File: config.mk
export PLATFORM = sky130hd
export DESIGN_NAME = bcd_stopwatch_scan
export DESIGN_NICKNAME = d
export VERILOG_FILES = /design/src/rtl/bcd_stopwatch_scan_pkg.sv /design/src/rtl/bcd_stopwatch_scan_seg_scan_mux.sv /design/src/rtl/bcd_stopwatch_scan.sv
export SDC_FILE = /design/constraint.sdc
export NUM_CORES = 1
export LEC_CHECK = 0
export ABC_AREA = 1
export CORE_AREA = 2 2 115 89
export DETAILED_ROUTE_END_ITERATION = 12
export DIE_AREA = 0 0 117 91
export GPL_TIMING_DRIVEN = 0
export MAX_ROUTING_LAYER = met4
export PLACE_DENSITY = 0.73
export SYNTH_ARGS = -nofsm -noshare
export SYNTH_HDL_FRONTEND = slang
export SYNTH_HIERARCHICAL = 1
export SYNTH_SLANG_ARGS = --single-unit
File: constraint.sdc
create_clock -name clk -period 1.9 [get_ports clk]
set_input_delay 0.38 -clock clk [delete_from_list [all_inputs] [get_ports clk]]
set_output_delay 0.38 -clock clk [all_outputs]
set_load 0.03 [all_outputs]
File: src/rtl/bcd_stopwatch_scan_pkg.sv
`default_nettype none
// ============================================================================
//  Module   : stopwatch_pkg
//  Purpose  : Shared types, 7-segment constants and the segment decoder
//             used by the BCD stopwatch and its display scan multiplexer.
//  Contents : bcd_t      - one BCD digit (0..9)
//             SEG_*      - active-low common-anode codes, dp bit (bit7) = 1
//             seg_decode - BCD digit + dp request -> active-low segment byte
//  Revision : 1.0 - initial release
// ============================================================================
package stopwatch_pkg;

  typedef logic [3:0] bcd_t;

  // Active-low segment codes, bit7 = dp, bits6:0 = g..a.
  localparam logic [7:0] SEG_D0    = 8'hC0;
  localparam logic [7:0] SEG_D1    = 8'hF9;
  localparam logic [7:0] SEG_D2    = 8'hA4;
  localparam logic [7:0] SEG_D3    = 8'hB0;
  localparam logic [7:0] SEG_D4    = 8'h99;
  localparam logic [7:0] SEG_D5    = 8'h92;
  localparam logic [7:0] SEG_D6    = 8'h82;
  localparam logic [7:0] SEG_D7    = 8'hF8;
  localparam logic [7:0] SEG_D8    = 8'h80;
  localparam logic [7:0] SEG_D9    = 8'h90;
  localparam logic [7:0] SEG_BLANK = 8'hFF;

  // Non-decimal codes fall back to blank so a corrupted digit never lights
  // a misleading pattern.
  function automatic logic [7:0] seg_decode(input bcd_t bcd, input logic dp_on);
    logic [7:0] s;
    case (bcd)
      4'd0:    s = SEG_D0;
      4'd1:    s = SEG_D1;
      4'd2:    s = SEG_D2;
      4'd3:    s = SEG_D3;
      4'd4:    s = SEG_D4;
      4'd5:    s = SEG_D5;
      4'd6:    s = SEG_D6;
      4'd7:    s = SEG_D7;
      4'd8:    s = SEG_D8;
      4'd9:    s = SEG_D9;
      default: s = SEG_BLANK;
    endcase
    if (dp_on) begin
      s[7] = 1'b0;
    end
    return s;
  endfunction

endpackage : stopwatch_pkg
`default_nettype wire

File: src/rtl/bcd_stopwatch_scan_seg_scan_mux.sv
`default_nettype none
// ============================================================================
//  Module   : seg_scan_mux
//  Purpose  : Time-multiplexed common-anode 7-segment driver. Steps a digit
//             index every SCAN_DIV clocks and registers the matching segment
//             pattern and one-hot common together.
//  Ports    : clk      - system clock
//             nrst     - asynchronous active-low reset
//             digits_i - packed BCD digits, digit i at [4*i+3:4*i]
//             seg_o    - active-low segments, bit7 = dp, bits6:0 = g..a
//             com_o    - active-low one-hot digit select, com_o[i] = digit i
//  Revision : 1.0 - initial release
// ============================================================================
module seg_scan_mux
  import stopwatch_pkg::*;
#(
  parameter int N_DIGITS = 5,
  parameter int SCAN_DIV = 25000,
  parameter int DP_POS   = 2,
  parameter bit BLANK_LZ = 1'b0
) (
  input  logic                  clk,
  input  logic                  nrst,
  input  logic [N_DIGITS*4-1:0] digits_i,
  output logic [7:0]            seg_o,
  output logic [N_DIGITS-1:0]   com_o
);

  localparam int SW = $clog2(SCAN_DIV);
  localparam int IW = $clog2(N_DIGITS);

  logic [SW-1:0]       div_q, div_d;
  logic [IW-1:0]       idx_q, idx_d;
  logic [7:0]          seg_q, seg_d;
  logic [N_DIGITS-1:0] com_q, com_d;
  logic [N_DIGITS-1:0] blank;
  logic                scan_tc;
  bcd_t                cur;
  logic                cur_dp;
  logic                cur_blank;

  // Leading-zero mask: walk from the most significant digit down, blanking
  // while every digit seen so far is zero. Digits at or below DP_POS always
  // show, so "0.00" style readouts keep their integer zero.
  always_comb begin
    logic all_zero;
    blank    = '0;
    all_zero = 1'b1;
    for (int i = N_DIGITS - 1; i >= 0; i--) begin
      all_zero = all_zero && (digits_i[i*4 +: 4] == 4'd0);
      if (BLANK_LZ && (i > DP_POS) && all_zero) begin
        blank[i] = 1'b1;
      end
    end
  end

  // Select the digit currently being scanned.
  always_comb begin
    cur       = '0;
    cur_dp    = 1'b0;
    cur_blank = 1'b0;
    for (int i = 0; i < N_DIGITS; i++) begin
      if (idx_q == IW'(i)) begin
        cur       = digits_i[i*4 +: 4];
        cur_dp    = (i == DP_POS);
        cur_blank = blank[i];
      end
    end
  end

  // Divider, index advance and the registered seg/com pair. seg and com are
  // both derived from idx_q, so they always switch on the same edge.
  always_comb begin
    scan_tc = (div_q == SW'(SCAN_DIV - 1));
    div_d   = scan_tc ? '0 : div_q + SW'(1);
    idx_d   = idx_q;
    if (scan_tc) begin
      idx_d = (idx_q == IW'(N_DIGITS - 1)) ? '0 : idx_q + IW'(1);
    end
    seg_d = cur_blank ? SEG_BLANK : seg_decode(cur, cur_dp);
    com_d = ~(N_DIGITS'(1) << idx_q);
  end

  always_ff @(posedge clk or negedge nrst) begin
    if (!nrst) begin
      div_q <= '0;
      idx_q <= '0;
      seg_q <= SEG_BLANK;
      com_q <= '1;
    end else begin
      div_q <= div_d;
      idx_q <= idx_d;
      seg_q <= seg_d;
      com_q <= com_d;
    end
  end

  assign seg_o = seg_q;
  assign com_o = com_q;

endmodule : seg_scan_mux
`default_nettype wire

File: src/rtl/bcd_stopwatch_scan.sv
`default_nettype none
// ============================================================================
//  Module   : bcd_stopwatch_scan
//  Purpose  : N-digit BCD stopwatch with run/pause, synchronous clear,
//             lap-hold and overflow flag, driving a multiplexed common-anode
//             7-segment display.
//  Ports    : clk    - system clock
//             nrst   - asynchronous active-low reset
//             run_i  - level, 1 = count, 0 = pause
//             clr_i  - synchronous clear, active-high
//             lap_i  - asynchronous; each rising edge toggles display hold
//             seg_o  - active-low segments, bit7 = dp, bits6:0 = g..a
//             com_o  - active-low one-hot digit select
//             held_o - display hold active
//             ovf_o  - sticky overflow flag
//  Revision : 1.0 - initial release
// ============================================================================
module bcd_stopwatch_scan
  import stopwatch_pkg::*;
#(
  parameter int N_DIGITS = 5,
  parameter int TICK_DIV = 500000,
  parameter int SCAN_DIV = 25000,
  parameter int DP_POS   = 2,
  parameter bit WRAP     = 1'b1,
  parameter bit BLANK_LZ = 1'b0
) (
  input  logic                clk,
  input  logic                nrst,
  input  logic                run_i,
  input  logic                clr_i,
  input  logic                lap_i,
  output logic [7:0]          seg_o,
  output logic [N_DIGITS-1:0] com_o,
  output logic                held_o,
  output logic                ovf_o
);

  localparam int PW = $clog2(TICK_DIV);
  localparam int CW = N_DIGITS * 4;

  logic [PW-1:0] presc_q, presc_d;
  logic          tick;
  logic [CW-1:0] cnt_q, cnt_d;
  logic [CW-1:0] latch_q, latch_d;
  logic          ovf_q, ovf_d;
  logic          held_q, held_d;
  // lap_q[0], lap_q[1]: synchroniser stages; lap_q[2]: previous synced level
  logic [2:0]    lap_q, lap_d;
  logic          lap_rise;

  // Prescaler only advances while running, so a pause keeps the partial tick.
  always_comb begin
    presc_d = presc_q;
    tick    = 1'b0;
    if (clr_i) begin
      presc_d = '0;
    end else if (run_i) begin
      if (presc_q == PW'(TICK_DIV - 1)) begin
        presc_d = '0;
        tick    = 1'b1;
      end else begin
        presc_d = presc_q + PW'(1);
      end
    end
  end

  // BCD counter with full same-cycle carry ripple. The all-9s case is handled
  // apart from the ripple so wrap and saturate share one detection point.
  always_comb begin
    logic all9;
    logic carry;
    cnt_d = cnt_q;
    ovf_d = ovf_q;
    all9  = 1'b1;
    carry = 1'b1;
    for (int i = 0; i < N_DIGITS; i++) begin
      all9 = all9 && (cnt_q[i*4 +: 4] == 4'd9);
    end
    if (clr_i) begin
      cnt_d = '0;
      ovf_d = 1'b0;
    end else if (tick) begin
      if (all9) begin
        ovf_d = 1'b1;
        if (WRAP) begin
          cnt_d = '0;
        end
      end else begin
        for (int i = 0; i < N_DIGITS; i++) begin
          if (carry) begin
            if (cnt_q[i*4 +: 4] == 4'd9) begin
              cnt_d[i*4 +: 4] = 4'd0;
            end else begin
              cnt_d[i*4 +: 4] = cnt_q[i*4 +: 4] + 4'd1;
              carry           = 1'b0;
            end
          end
        end
      end
    end
  end

  // Lap synchroniser and hold toggle. On clear every stage is forced high:
  // if lap is already high nothing changes, and if it is low the falling
  // level just drains through, so no spurious rising edge can appear.
  always_comb begin
    lap_d    = {lap_q[1], lap_q[0], lap_i};
    held_d   = held_q;
    lap_rise = lap_q[1] & ~lap_q[2];
    if (clr_i) begin
      lap_d  = 3'b111;
      held_d = 1'b0;
    end else if (lap_rise) begin
      held_d = ~held_q;
    end
  end

  // Display latch follows the counter one cycle behind unless held.
  always_comb begin
    latch_d = held_q ? latch_q : cnt_q;
  end

  always_ff @(posedge clk or negedge nrst) begin
    if (!nrst) begin
      presc_q <= '0;
      cnt_q   <= '0;
      latch_q <= '0;
      ovf_q   <= 1'b0;
      held_q  <= 1'b0;
      lap_q   <= '0;
    end else begin
      presc_q <= presc_d;
      cnt_q   <= cnt_d;
      latch_q <= latch_d;
      ovf_q   <= ovf_d;
      held_q  <= held_d;
      lap_q   <= lap_d;
    end
  end

  seg_scan_mux #(
    .N_DIGITS (N_DIGITS),
    .SCAN_DIV (SCAN_DIV),
    .DP_POS   (DP_POS),
    .BLANK_LZ (BLANK_LZ)
  ) u_scan (
    .clk      (clk),
    .nrst     (nrst),
    .digits_i (latch_q),
    .seg_o    (seg_o),
    .com_o    (com_o)
  );

  assign held_o = held_q;
  assign ovf_o  = ovf_q;

endmodule : bcd_stopwatch_scan
`default_nettype wire
======== Word-level counts from Yosys, hierarchy flattened ========
Memories as Yosys holds them, arrays and structs flattened. A register that Yosys moved wholly into a read port is not among the register bits.
Cells that the tools add are included.
operators by class
  add/subtract/negate cells ............... 8
  equal/unequal tests ..................... 11
  shifts and indexed selects .............. 1
  muxes and demuxes ....................... 54
  bitwise operators ....................... 4
  reduce and logical (&&, ||, !) cells .... 19
operator list
  kind                   count
  $mux 20                3
  $mux 19                3
  $mux 4                 14
  $mux 1                 31
  $add 4x1->4 const B    5
  $eq 4x4->1 const B     5
  $add 19x1->19 const B  1
  $eq 19x19->1 const B   1
  $add 15x1->15 const B  1
  $eq 15x15->1 const B   1
  $mux 15                1
  $reduce_bool 3->1      4
  $reduce_and 2->1       5
  $reduce_bool 2->1      4
  $eq 3x2->1 const B     2
  $mux 3                 2
  $not 5->5              1
  $shl 1x3->5 const A    1
  $logic_and 1x1->1      4
  $add 3x1->3 const B    1
  $eq 3x1->1 const B     1
  $eq 3x3->1 const B     1
  $logic_not 3->1        1
  $not 1->1              2
  other kinds (2)        2
word-level totals
  flip-flop bits (word level) ............. 95
  ROM bits ................................ 112
  input port bits ......................... 5
  output and inout bits ................... 15
  word-level logic and storage cells ...... 112
  memories kept ........................... 1
memory list
  name             words  bits a word  rd ports  clocked after Yosys merged registers in  wr ports  RTL line                      RTL
  (no name shown)  16     7            1         1                                        0         bcd_stopwatch_scan_pkg.sv:32  case (bcd)

======== Logic depth before layout (Yosys ltp) ========
  depth after elaboration ................. 24
  mapped depth ............................ 16
  gate-level depth less buffers ........... 16

======== By module ========
Netlist, hierarchy kept.
modules (own cells, without submodules)
  module              times used  cells an instance  area each (sq um)  sequential area each (sq um)
  bcd_stopwatch_scan  1           446                3405.8             1601.5
  seg_scan_mux        1           230                1767.9             792.0

======== Worst setup path before layout ========
OpenSTA, ideal clock, no wires.
  kind .................................... register to register
  start ................................... register u_scan.idx_q[0]
  end ..................................... register u_scan.seg_q[3], in the netlist u_scan/seg_o[3]
  setup time .............................. 0.061 ns
  arrival time ............................ 1.794 ns
  data required time ...................... 1.839 ns
  path slack .............................. 0.045 ns
  stages on the path, launching flop included .. 14
  buffers on the path ..................... 0
  period minus slack after synthesis ...... 1.855 ns
  cells stage by stage .................... dfrtp_1 ha_1 ha_1 inv_1 o21ai_1 inv_1 nand2_1 a21oi_1 ha_1 nand3_1 nand2_1 inv_1 nand2_1 nand2_1
on the way
  word-level cells in the longest chain between the ends .. 6
  elaborated cells between the ends (all ways) .. 10
  those cells by class .................... 4 x eq/ne; 5 x mux; 1 x reduce/logical
RTL lines
  item                    RTL line                               RTL
  start, declared         bcd_stopwatch_scan_seg_scan_mux.sv:33  logic [IW-1:0] idx_q, idx_d;
  start signal, assigned  bcd_stopwatch_scan_seg_scan_mux.sv:92  idx_q <= idx_d;
  $logic_not 3->1         bcd_stopwatch_scan_seg_scan_mux.sv:63  if (idx_q == IW'(i)) begin
  $mux 4 (4 in series)    bcd_stopwatch_scan_seg_scan_mux.sv:63
  $mux 4 *                bcd_stopwatch_scan_seg_scan_mux.sv:63
  end, declared           bcd_stopwatch_scan_seg_scan_mux.sv:34  logic [7:0] seg_q, seg_d;
Every way passes the cells marked *; elsewhere a longest branch is shown, timed or not.
A chain may end at the register's enable or synchronous reset.

======== Final worst setup path ========
Ends and elaborated chain as after synthesis.

==> results.md <==
* Area share of the largest cell type after synthesis at 0.397
* Grt total ovfl at 0
* Critical-path top delay cell: dfrtp_2
* Flops & latches, synth at 95
* Ys flop type: dfrtp_1
* DR DRC count at 0
* Post-synth net total at 699
* H-tree depth at 3
* EDFF count, synth at 0
* P_int at 0.00363 W
* Die area at 10600 µm²
* Via count at 4443
* Top post-synthesis cells by count: nand2_1 (189), inv_1 (85), dfrtp_1 (82)
* PwrDens at 840 nW/µm²
* Die X at 117 µm
* Setup CP Type: register to register
* Final ANT Viol Nets at 0
* Violated checks: negative setup slack
* Vias in the first global route at 4171
* Hold Crit Class: register to register
* Total Routed Length at 11400 µm
* Number of distinct library cells after synthesis at 36
* Cells along the critical path: inv_4 -> ha_4 -> nand2_1 -> buf_6 -> or2_1 -> nand2_2 -> inv_2 -> ha_4 -> nand3_2 -> nand2_1 -> inv_1 -> nand2_1 -> nand2_1
* PortBufs at 18
* Sw Ratio at 0.290
* Dominant cells by area after synthesis: dfrtp_1 (40%), nand2_1 (14%), nand3_1 (7.3%)
* Logic gate share of total power at 0.159
* Tmin final at 1900 ps
* Cell family with most CP delay: simple AND/OR/NAND/NOR gates
* Post-Syn Instances at 676
* Clk_skew at 5.02 ps
* Switching Power at 0.00148 W
* Ant. Diodes at 0
* Max_cap viols at 0
* Final WS setup at -2.79 ps
* TritonCTS clock tree: built
* Aggregate global-route resource usage at 0.234
* Final HPWL DP at 7730 µm
* CP Capture Type: register
* Relative slew slack at 0.701
* Final Cell Area at 6090 µm²
* Post-layout power at 0.00511 W
* Util after Layout at 0.640
* Achievable Freq at 526 MHz
* Fillers at 804
* Total of warnings raised by yosys at 13
* Worst endpoint required time at 2180 ps
* Pre-Repair DR Iteration Count at 5
* Maximum clock path buffer count at 2
* Routed len/inst at 13.3 µm
* CTS clock-pin slew for the worst setup and hold paths at 70 ps
* Initial Utilization at 0.544
* Part of the power in the clock network at 0.359
* Synth area leader: dfrtp_1
* Layout cells sized above 1 at 0.142
* Max-slew violation count at 0
* Die Ht at 91 µm
* Worst path arrival time at 2180 ps
* Cell mode on critical path: nand2_1
* Placed cells at 827
* Worst Path Max Fanout at 6
* Clk Tree Root Cell: clkbuf_16
* Worst-Skew Late Latency at 350 ps
* Vias per inst at 5.20
* Initial antenna violation count at 0
* Outcome: finished, violations left
* Non-Filler Instances at 855
* Synthesized area at 5170 µm²
* Count leader, synth: nand2_1
* Synthesis-to-layout area growth at 17.6%
* Crit start category: register
* Core Box Area at 9500 µm²
* Delay of the slowest critical-path stage at 480 ps
* Sequential area share after synthesis at 0.463
* Reg2Reg Setup Slack at -3 ps
* Initial detailed-routing violation count at 340
* Final Cycle Share at 1.00
* Pleak at 2.94 nW
* Part of the power in registers at 0.482
* Placed Area at 5540 µm²
* Actual slew at the worst max-slew pin at 448 ps
* Final #Nets at 741
* WP buf/inv at 4
* Num CTS Buffers at 9
* # IOs at 20
* First-pass GRT wire length at 19200 µm
* Final hold vios at 0
* Sink Count at 95
* Final setup violation count at 1
* Setup TNS at -2.79 ps
* RSZ-0062 raised after global routing: yes
* RePlAce Congestion at 0.892
* Largest net degree at the start of global routing at 74
* Site Rows at 31
* Average size of a mapped cell at 7.65 µm²
* Worst VDD drop at 492 µV
* Asr flop ratio synth at 1.00
==> repair_timing <==
action                                 in CTS  in global routing
buffers inserted                            2                  9
endpoints found under the hold margin      22                  0
setup endpoints to repair                  17                 19
gates resized for setup                    26                 29
hold buffers                                1                  0
pin swaps                                   3                 10
==> worst reg2reg max path, cell delays in order, from the launching register on <==
cell and delay [ps]:
dfrtp_2 480, inv_4 110, ha_4 140, nand2_1 90, buf_6 160, or2_1 210, nand2_2 80, inv_2 50
ha_4 260, nand3_2 70, nand2_1 60, inv_1 40, nand2_1 50, nand2_1 50
==> layout make-up <==
class                   count  area (µm²)  area share
well taps                 132         165      0.0271
plain buffers              12        81.3      0.0134
inverters                  89         342      0.0561
clock buffers              12         279      0.0458
multi-input cells         480        2510       0.413
clock inverters             4        30.0     0.00493
repair buffers             31         279      0.0458
flip-flops and latches     95        2390       0.394
==> routing by layer <==
layer / vias to the layer above / global-route usage / routed length (µm)
li1: 2240 / - / -
met1: 2089 / 0.327 / 5660
met2: 97 / 0.349 / 5020
met3: 17 / 0.0481 / 553
met4: 0 / 0.0618 / 158
met5: - / - / 0
==> sequential cells by signal, indices dropped and copies added (netlist names) <==
register / cells
u_scan/div_q: 15
u_scan/seg_o: 8
latch_q: 20
u_scan/com_o: 5
presc_q: 19
ovf_o: 1
held_o: 1
cnt_q: 20
lap_q: 3
u_scan/idx_q: 3
==> power by group through the flow <==
stage | logic (W) | clock network (W) | registers [W]
floorplan | 0.000435 | 0 | 0.00255
finish | 0.000812 | 0.00184 | 0.00247
detailed placement | 0.000785 | 0 | 0.00250
global route | 0.000928 | 0.00196 | 0.00249
global placement | 0.000753 | 0 | 0.00249
CTS | 0.000771 | 0.00189 | 0.00246
==> path summary, 6_finish.rpt <==
path                                       from               to  cells after the start
min in group asynchronous                  nrst      presc_q[16]                      2
worst min-delay path                   lap_q[0]         lap_q[1]                      1
worst max register to register  u_scan/idx_q[0]  u_scan/seg_o[3]                     13
max in group asynchronous                  nrst  u_scan/com_o[4]                      3
worst min register to register         lap_q[0]         lap_q[1]                      1
worst max-delay path            u_scan/idx_q[0]  u_scan/seg_o[3]                     13
==> cells by family (layout without fill, tap and decap cells) <==
group / count (synthesis) / after routing / share of synthesized area
and+or+nand+nor: 395 / 395 / 0.336
xor gates and xnor gates: 12 / 12 / 0.0203
adders and majority gates: 18 / 18 / 0.0435
DFF: 95 / 95 / 0.463
AOI/OAI and AO/OA: 55 / 55 / 0.0595
buffers and inverters: 101 / 148 / 0.0781
==> placed cells by master (no fill, tap or decap), types with 2 or more instances in the layout <==
master | synthesis | final
dfrtp_1 | 82 | 81
o22ai_1 | 2 | 2
nand2_2 | 11 | 14
nand3_2 | 2 | 6
nor2_1 | 71 | 67
inv_4 | 0 | 5
nor2_4 | 3 | 6
buf_4 | 0 | 11
clkdlybuf4s50_1 | 0 | 4
or2_2 | 4 | 4
nand3b_1 | 2 | 2
clkbuf_2 | 1 | 2
o21ai_1 | 2 | 3
o21ai_0 | 31 | 30
clkbuf_1 | 7 | 7
nand2_1 | 189 | 186
xor2_1 | 6 | 6
ha_4 | 0 | 6
buf_6 | 3 | 3
or2_1 | 2 | 2
nand3_1 | 75 | 71
inv_1 | 85 | 80
o211ai_1 | 2 | 2
nor3_1 | 16 | 16
dfstp_2 | 13 | 13
inv_2 | 4 | 6
xnor2_1 | 6 | 6
nor4_1 | 2 | 2
nor2_2 | 6 | 7
dlygate4sd2_1 | 0 | 13
a21oi_1 | 13 | 12
nand4_1 | 10 | 10
clkbuf_16 | 0 | 11
ha_1 | 18 | 12
==> metrics by stage <==
| step | hold slack, ps | worst slack, ps |
|---|---|---|
| 4_1_cts | 432 | -10.6 |
| 5_1_grt | 457 | -116 |
| 2_1_floorplan | 84.4 | 44.7 |
| 3_5_place_dp | 302 | -315 |
| 3_3_place_gp | 427 | -3040 |
| 6_report | 430 | -2.79 |
Note: power is estimated with default switching activity, not from simulation.
